### src/rtl/mealy_seq_gen.sv
// Transmit-side pattern generator: emits bursts of 0,6,4,2 frames over a valid/ready bus,
// with optional inter-frame gaps and single-symbol corruption of the first frame.
module mealy_seq_gen #(
  parameter int          GAP_CYCLES = 2,
  parameter int          CNT_W      = 8,
  parameter logic [2:0]  IDLE_SYM   = 3'd7
) (
  input  logic             clk,
  input  logic             rst,
  input  logic             start,
  input  logic [CNT_W-1:0] num_frames,
  input  logic             inject_err,
  input  logic [1:0]       err_pos,
  input  logic             ready,
  output logic [2:0]       sym,
  output logic             valid,
  output logic             frame_done,
  output logic             done,
  output logic             busy,
  output logic [CNT_W-1:0] frames_sent
);

  localparam int GAP_W = (GAP_CYCLES > 1) ? $clog2(GAP_CYCLES) : 1;
  localparam logic [GAP_W-1:0] GAP_LAST = GAP_W'((GAP_CYCLES > 0) ? GAP_CYCLES - 1 : 0);

  typedef enum logic [1:0] {IDLE, SEND, GAP} state_t;

  state_t           state, state_n;
  logic [1:0]       idx, idx_n;
  logic [CNT_W-1:0] total, total_n;
  logic             inj, inj_n;
  logic [1:0]       err_idx, err_idx_n;
  logic [GAP_W-1:0] gap_cnt, gap_cnt_n;
  logic [CNT_W-1:0] sent_n, sent_inc;
  logic [2:0]       sym_n;
  logic             valid_n, frame_done_n, done_n, busy_n, accept, corrupt;

  function automatic logic [2:0] pattern_sym(input logic [1:0] i);
    case (i)
      2'd0:    pattern_sym = 3'd0;
      2'd1:    pattern_sym = 3'd6;
      2'd2:    pattern_sym = 3'd4;
      default: pattern_sym = 3'd2;
    endcase
  endfunction

  always_ff @(posedge clk) begin
    if (rst) begin
      state       <= IDLE;
      idx         <= 2'd0;
      total       <= '0;
      inj         <= 1'b0;
      err_idx     <= 2'd0;
      gap_cnt     <= '0;
      sym         <= IDLE_SYM;
      valid       <= 1'b0;
      frame_done  <= 1'b0;
      done        <= 1'b0;
      busy        <= 1'b0;
      frames_sent <= '0;
    end else begin
      state       <= state_n;
      idx         <= idx_n;
      total       <= total_n;
      inj         <= inj_n;
      err_idx     <= err_idx_n;
      gap_cnt     <= gap_cnt_n;
      sym         <= sym_n;
      valid       <= valid_n;
      frame_done  <= frame_done_n;
      done        <= done_n;
      busy        <= busy_n;
      frames_sent <= sent_n;
    end
  end

  assign accept   = valid && ready;
  assign sent_inc = frames_sent + CNT_W'(1);

  always_comb begin
    state_n      = state;
    idx_n        = idx;
    total_n      = total;
    inj_n        = inj;
    err_idx_n    = err_idx;
    gap_cnt_n    = gap_cnt;
    sent_n       = frames_sent;
    frame_done_n = 1'b0;
    done_n       = 1'b0;

    case (state)
      IDLE: begin
        if (start) begin
          if (num_frames != '0) begin
            total_n   = num_frames;
            inj_n     = inject_err;
            err_idx_n = err_pos;
            sent_n    = '0;
            idx_n     = 2'd0;
            state_n   = SEND;
          end else begin
            done_n = 1'b1;
          end
        end
      end
      SEND: begin
        if (accept) begin
          if (idx == 2'd3) begin
            frame_done_n = 1'b1;
            sent_n       = sent_inc;
            // corruption applies to the first frame only
            inj_n        = 1'b0;
            idx_n        = 2'd0;
            if (sent_inc == total) begin
              done_n  = 1'b1;
              state_n = IDLE;
            end else if (GAP_CYCLES == 0) begin
              state_n = SEND;
            end else begin
              gap_cnt_n = '0;
              state_n   = GAP;
            end
          end else begin
            idx_n = idx + 2'd1;
          end
        end
      end
      GAP: begin
        if (gap_cnt == GAP_LAST) begin
          state_n = SEND;
        end else begin
          gap_cnt_n = gap_cnt + GAP_W'(1);
        end
      end
      default: state_n = IDLE;
    endcase

    // outputs are registered from the next-state view so they line up with the state
    corrupt = inj_n && (idx_n == err_idx_n);
    valid_n = (state_n == SEND);
    busy_n  = (state_n != IDLE);
    sym_n   = valid_n ? (pattern_sym(idx_n) ^ {2'b00, corrupt}) : IDLE_SYM;
  end

endmodule
### config.mk
export PLATFORM = sky130hd
export DESIGN_NAME = mealy_seq_gen
export DESIGN_NICKNAME = d
export VERILOG_FILES = /design/src/rtl/mealy_seq_gen.sv
export SDC_FILE = /design/constraint.sdc
export NUM_CORES = 1
export LEC_CHECK = 0
export CORE_UTILIZATION = 40
export CTS_CLUSTER_DIAMETER = 50
export DETAILED_ROUTE_END_ITERATION = 8
export PLACE_DENSITY = 0.75
export SLEW_MARGIN = 5
export SYNTH_ARGS = -nofsm -noshare
export SYNTH_HDL_FRONTEND = slang
export SYNTH_SLANG_ARGS = --single-unit
### constraint.sdc
create_clock -name clk -period 2.2 [get_ports clk]
set_input_delay 0.44 -clock clk [delete_from_list [all_inputs] [get_ports clk]]
set_output_delay 0.44 -clock clk [all_outputs]
set_load 0.005 [all_outputs]
Yosys cells after proc, flatten, opt, wreduce, memory -nomap -nowiden

Index checks and enable logic that the tools add are counted.

Multiplexer cells: 38
Bitwise logic cells: 4
$add $sub $neg: 3
Reductions and logical operators: 13
Equal/unequal tests: 13

Operators by type and width:

| cell                                                            | number |
|---|---|
| 8-bit 2-to-1 mux                                                | 4 |
| 2-bit 2-to-1 mux                                                | 13 |
| 8-bit one-hot mux with 2 select lines                           | 1 |
| 1-bit 2-to-1 mux                                                | 14 |
| 2-bit inequality test, second input constant                    | 5 |
| 3-bit one-hot mux with 3 select lines                           | 1 |
| 8-bit by 1-bit adder with 8-bit output, second input constant   | 1 |
| 8-bit == test                                                   | 1 |
| 8-bit nonzero test                                              | 1 |
| 2-bit by 1-bit == test with 1-bit output, second input constant | 3 |
| 2-bit == test, second input constant                            | 3 |
| 1-bit one-hot mux with 2 select lines                           | 3 |
| 2-bit one-hot mux with 3 select lines                           | 1 |
| 2-bit nonzero test                                              | 3 |
| 5-bit AND reduction                                             | 1 |
| 2-bit logical NOT                                               | 2 |
| 2-bit one-hot mux with 2 select lines                           | 1 |
| 4-bit AND reduction                                             | 1 |
| 1-bit NOT                                                       | 3 |
| 3-bit AND reduction                                             | 1 |
| 3-bit OR reduction                                              | 1 |
| 3-bit by 1-bit bitwise XOR with 3-bit output                    | 1 |
| 2-bit by 1-bit adder with 2-bit output, second input constant   | 1 |
| 2-bit == test                                                   | 1 |
| 3 further kinds                                                 | 4 |

Output and inout bits: 15
Register bits after elaboration: 31
Input bits: 15
Word-level logic and storage cells: 83

Logic depth before layout (Yosys ltp)

Depth in word-level cells: 9
Depth in mapped cells: 6
Depth with buffers taken out: 6

Least setup slack after synthesis

No wires, ideal clock.

Path kind: input to register
Start: input port num_frames[7]
End: register busy
Library setup time: 0.148 ns
Path buffers: 1
Required time: 2.052 ns
Stages on the path: 6
Setup slack: 0.295 ns
Arrival time: 1.757 ns
Path through: or4_1 -> o21a_1 -> buf_6 -> a221oi_2 -> nor2b_1 -> a311oi_1

Cells in the longest elaborated chain, start to end: 5

Ends and longest elaborated chain:

| item                                  | line | text |
|---|---|---|
| start, declared                       | 11   | `input logic [CNT_W-1:0] num_frames,` |
| 8-bit nonzero test                    | 94   | `if (num_frames != '0) begin` |
| 2-bit 2-to-1 mux                      | 94   |  |
| 2-bit 2-to-1 mux                      | 93   | `if (start) begin` |
| 2-bit one-hot mux with 3 select lines | 91   | `case (state)` |
| 2-bit nonzero test                    | 141  | `busy_n = (state_n != IDLE);` |
| end signal, assigned                  | 72   | `busy <= busy_n;` |
| end, declared                         | 19   | `output logic busy,` |

No other way between the ends.
A chain may end at the register's enable or synchronous reset.

Final worst setup path

Start: input port num_frames[0]
End: register sym[0]

Cells in the longest elaborated chain, start to end: 7
Elaborated cells on any way between the ends: 19
Those cells by class: eq/ne: 2; mux: 12; bitwise: 2; reduce/logical: 3

Ends and longest elaborated chain:

| item                                                                                                | line     | text |
|---|---|---|
| 8-bit nonzero test *                                                                                | 94       |  |
| 2-bit 2-to-1 mux                                                                                    | 94       |  |
| 2-bit 2-to-1 mux                                                                                    | 93       |  |
| 2-bit one-hot mux with 3 select lines (tied with other cells)                                       | 91       |  |
| 2-bit by 1-bit == test with 1-bit output or 2-bit == test (tied branches)                           | 140, 139 |  |
| 1-bit NOT (no source line) or 1-bit logical AND (tied branches)                                     | --       |  |
| 2-bit OR reduction (no source line) or 3-bit by 1-bit bitwise XOR with 3-bit output (tied branches) | --       |  |
| end signal, assigned                                                                                | 68       | `sym <= sym_n;` |
| end, declared                                                                                       | 15       | `output logic [2:0] sym,` |

Every way passes the cells marked *; elsewhere a longest branch is shown, timed or not.

==> impl_metrics.py <==
metrics = {
    "drt": {
        "ant_nets": 0,
        "drtIter0Drc": 84,
        "avgRoutedWirePerCell_um": 12.8,
        "drc": 0,
        "viasPerCell": 5.22,
        "finalWirelength_um": 3810,
        "via_count": 1551,
        "firstDrtPassIters": 4,
    },
    "yosys": {
        "syn_avg_cell_area_um2": 8.12,
        "syn_area_um2": 1610,
        "synth_area_leaders": "dfxtp_1 39%, nand2_1 7.2%, a21oi_1 7.2%, xnor2_1 4.4%, nor2_1 3.7%",
        "synthDistinctLibCells": 41,
        "synth_edf_count": 0,
        "ys_ff_latch": 31,
        "synth_xor_area_frac": 0.0654,
        "yosys_most_used_dff": "dfxtp_1",
        "synth_top_area_cell": "dfxtp_1",
        "syn-num-nets": 215,
        "synth_fa_ha_area_frac": 0.0156,
        "synth_mux_area_frac": 0.00623,
        "synth_top_family_by_area": "simple AND/OR/NAND/NOR gates",
        "ys_warn_count": 0,
        "synthCells": 198,
        "ys_seq_area_frac": 0.386,
        "synth_compound_gate_area_share": 0.205,
        "synthArstFlopShare": 0,
        "yosysTopAreaCellShare": 0.386,
        "yosys.area_share.simple": 0.289,
    },
    "global_route": {
        "grt_max_degree": 15,
        "antenna_found_initial": 0,
        "gr-usage-all-layers": 0.202,
        "overflow": 0,
        "grt_pass1_wl_um": 6620,
        "first_global_vias": 1431,
    },
    "power": {
        "power.share.switching": 0.239,
        "comb_power_share": 0.152,
        "clkPwrFrac": 0.379,
        "seqPwrFrac": 0.469,
        "p_switching_uw": 308,
        "power.total_mw": 1.28,
        "p_leak_nw": 0.862,
        "p_int_uw": 977,
        "power.density_nw_per_um2": 581,
        "ir_worst_vdd_uv": 355,
    },
    "sta": {
        "skew_ns": 0.00508,
        "setup_viol": 0,
        "final-max-slew-violation-count": 0,
        "fmax_mhz": 475,
        "period_share": 0.958,
        "tightest_slew_ns": 0.344,
        "setup_slack_ns": 0.0932,
        "hold_viol_final": 0,
        "period_needed_ns": 2.11,
        "slew_headroom": 0.768,
        "final.setup.tns_ns": 0,
    },
    "clocking": {
        "cts_root_buf": "clkbuf_8",
        "insertion_delay_ns": 0.28,
        "clk_pin_slew_ns": 0.06,
        "ctsHoldBuffers": 0,
        "cts_buffers": 5,
        "htree_levels": 2,
        "cts_sinks": 31,
        "cts_buffer_depth": 2,
        "cts_tree": "built",
    },
    "setup_path": {
        "reg2reg_slack_ns": 0.24,
        "worstPathMaxFanout": 5,
        "cp.arrival_ns": 2.31,
        "worstSetupPathType": "in -> reg",
        "worst-endpoint-required_ns": 2.40,
        "end_kind": "register",
        "startpoint_type": "input pin",
    },
    "floorplan": {
        "die_width_um": 65.4,
        "dieHeight_um": 65.4,
        "io_pins": 30,
        "num_rows": 22,
        "initial_core_util": 0.426,
        "die_area_um2": 4280,
        "core_area_um2": 3770,
    },
    "run_status": {
        "status": "finished, final reports clean",
    },
    "hold_path": {
        "hp-class": "in -> reg",
    },
    "place": {
        "gp_congestion": 0.869,
        "dpl_worst_slack_ns": -0.241,
        "dp.cells": 287,
        "hpwlAfterDp_um": 2890,
        "numPortBuffers": 29,
    },
    "finish": {
        "layout_common_cells": "31 x nand2_1, 31 x dfxtp_1, 27 x clkdlybuf4s50_1, 23 x a21oi_1, 22 x buf_4",
        "seq_area_um2": 621,
        "stdcell_count": 297,
        "multi_input_area_um2": 951,
        "nets": 265,
        "fillers": 358,
        "syn2layout_area_growth_pct": 37.5,
        "n_antenna_cell": 0,
        "drive_gt1_frac": 0.161,
    },
    "job": {
        "max-cap-violations": 0,
    },
}
==> timing repair <==
action | in CTS | in global routing
buffers inserted | 0 | 2
endpoints found under the setup margin | 0 | 10
gates resized for setup | 0 | 6
==> synth_stat cells, types with 3 or more instances <==
library cell and instances:
o21ai_0 8, nand3_1 8, nand2_1 31, clkbuf_1 4, buf_2 4, nor3b_1 4
a21oi_1 23, a22oi_1 5, nor2_1 16, or3_1 3, nor2b_1 5, xor2_1 4
o221ai_1 4, xnor2_1 8, or4_1 4, dfxtp_1 31, nand2b_1 5, nor3_1 3
==> final cells by class <==
type / instances / share of cell area
Inverter: 2 / 0.00340
Timing Repair Buffer: 52 / 0.213
Tap cell: 48 / 0.0272
Clock buffer: 8 / 0.0453
Sequential cell: 31 / 0.281
Multi-Input combinational cell: 156 / 0.430
==> through the flow <==
step	cell area [um^2]	hold WS [ns]	utilization
2_1_floorplan	1610	0.448	-
3_3_place_gp	2070	0.458	0.549
3_5_place_dp	2070	0.460	0.549
4_1_cts	2170	0.468	0.575
5_1_grt	2210	0.471	0.586
6_report	2210	0.448	0.586
==> path summary, 6_finish.rpt <==
| path | cells after the start | end | start |
|---|---|---|---|
| worst max-delay path | 7 | sym[0] | num_frames[0] |
| worst min register to register | 2 | total[0] | total[0] |
| worst max register to register | 5 | frames_sent[7] | idx[0] |
| worst min-delay path | 3 | total[6] | num_frames[6] |
==> power by group through the flow <==
stage	clock network (mW)	logic [mW]	registers, mW
after global routing	0.520	0.218	0.605
after detailed placement	0	0.187	0.615
after floorplan	0	0.0983	0.611
after global placement	0	0.185	0.614
after CTS	0.495	0.188	0.603
final	0.487	0.195	0.603
==> metal layers <==
layer	track usage	vias up	wire [um]
li1	-	803	-
met1	0.265	711	1790
met2	0.322	32	1820
met3	0.0469	5	159
met4	0.0734	0	36
met5	0	-	0
==> worst max-delay path, cell delays in order <==
cell and delay [ns]:
clkdlybuf4s50_1 0.42, or4_4 0.53, o21a_1 0.23, buf_4 0.16
nor3_2 0.18, o221ai_1 0.17, o31ai_2 0.18
==> cells by family after synthesis <==
logic type	count (synthesis)
adders and majority gates	2
DFF	31
AOI/OAI and AO/OA	51
muxes	1
xor gates and xnor gates	12
buffers and inverters	11
and+or+nand+nor	90
==> registers in the layout (all words and copies together) (netlist names) <==
signal	flops
inj	1
idx	2
busy	1
done	1
state	2
sym	3
frame_done	1
valid	1
total	8
gap_cnt	1
err_idx	2
frames_sent	8
Note: power is estimated with default switching activity, not from simulation.
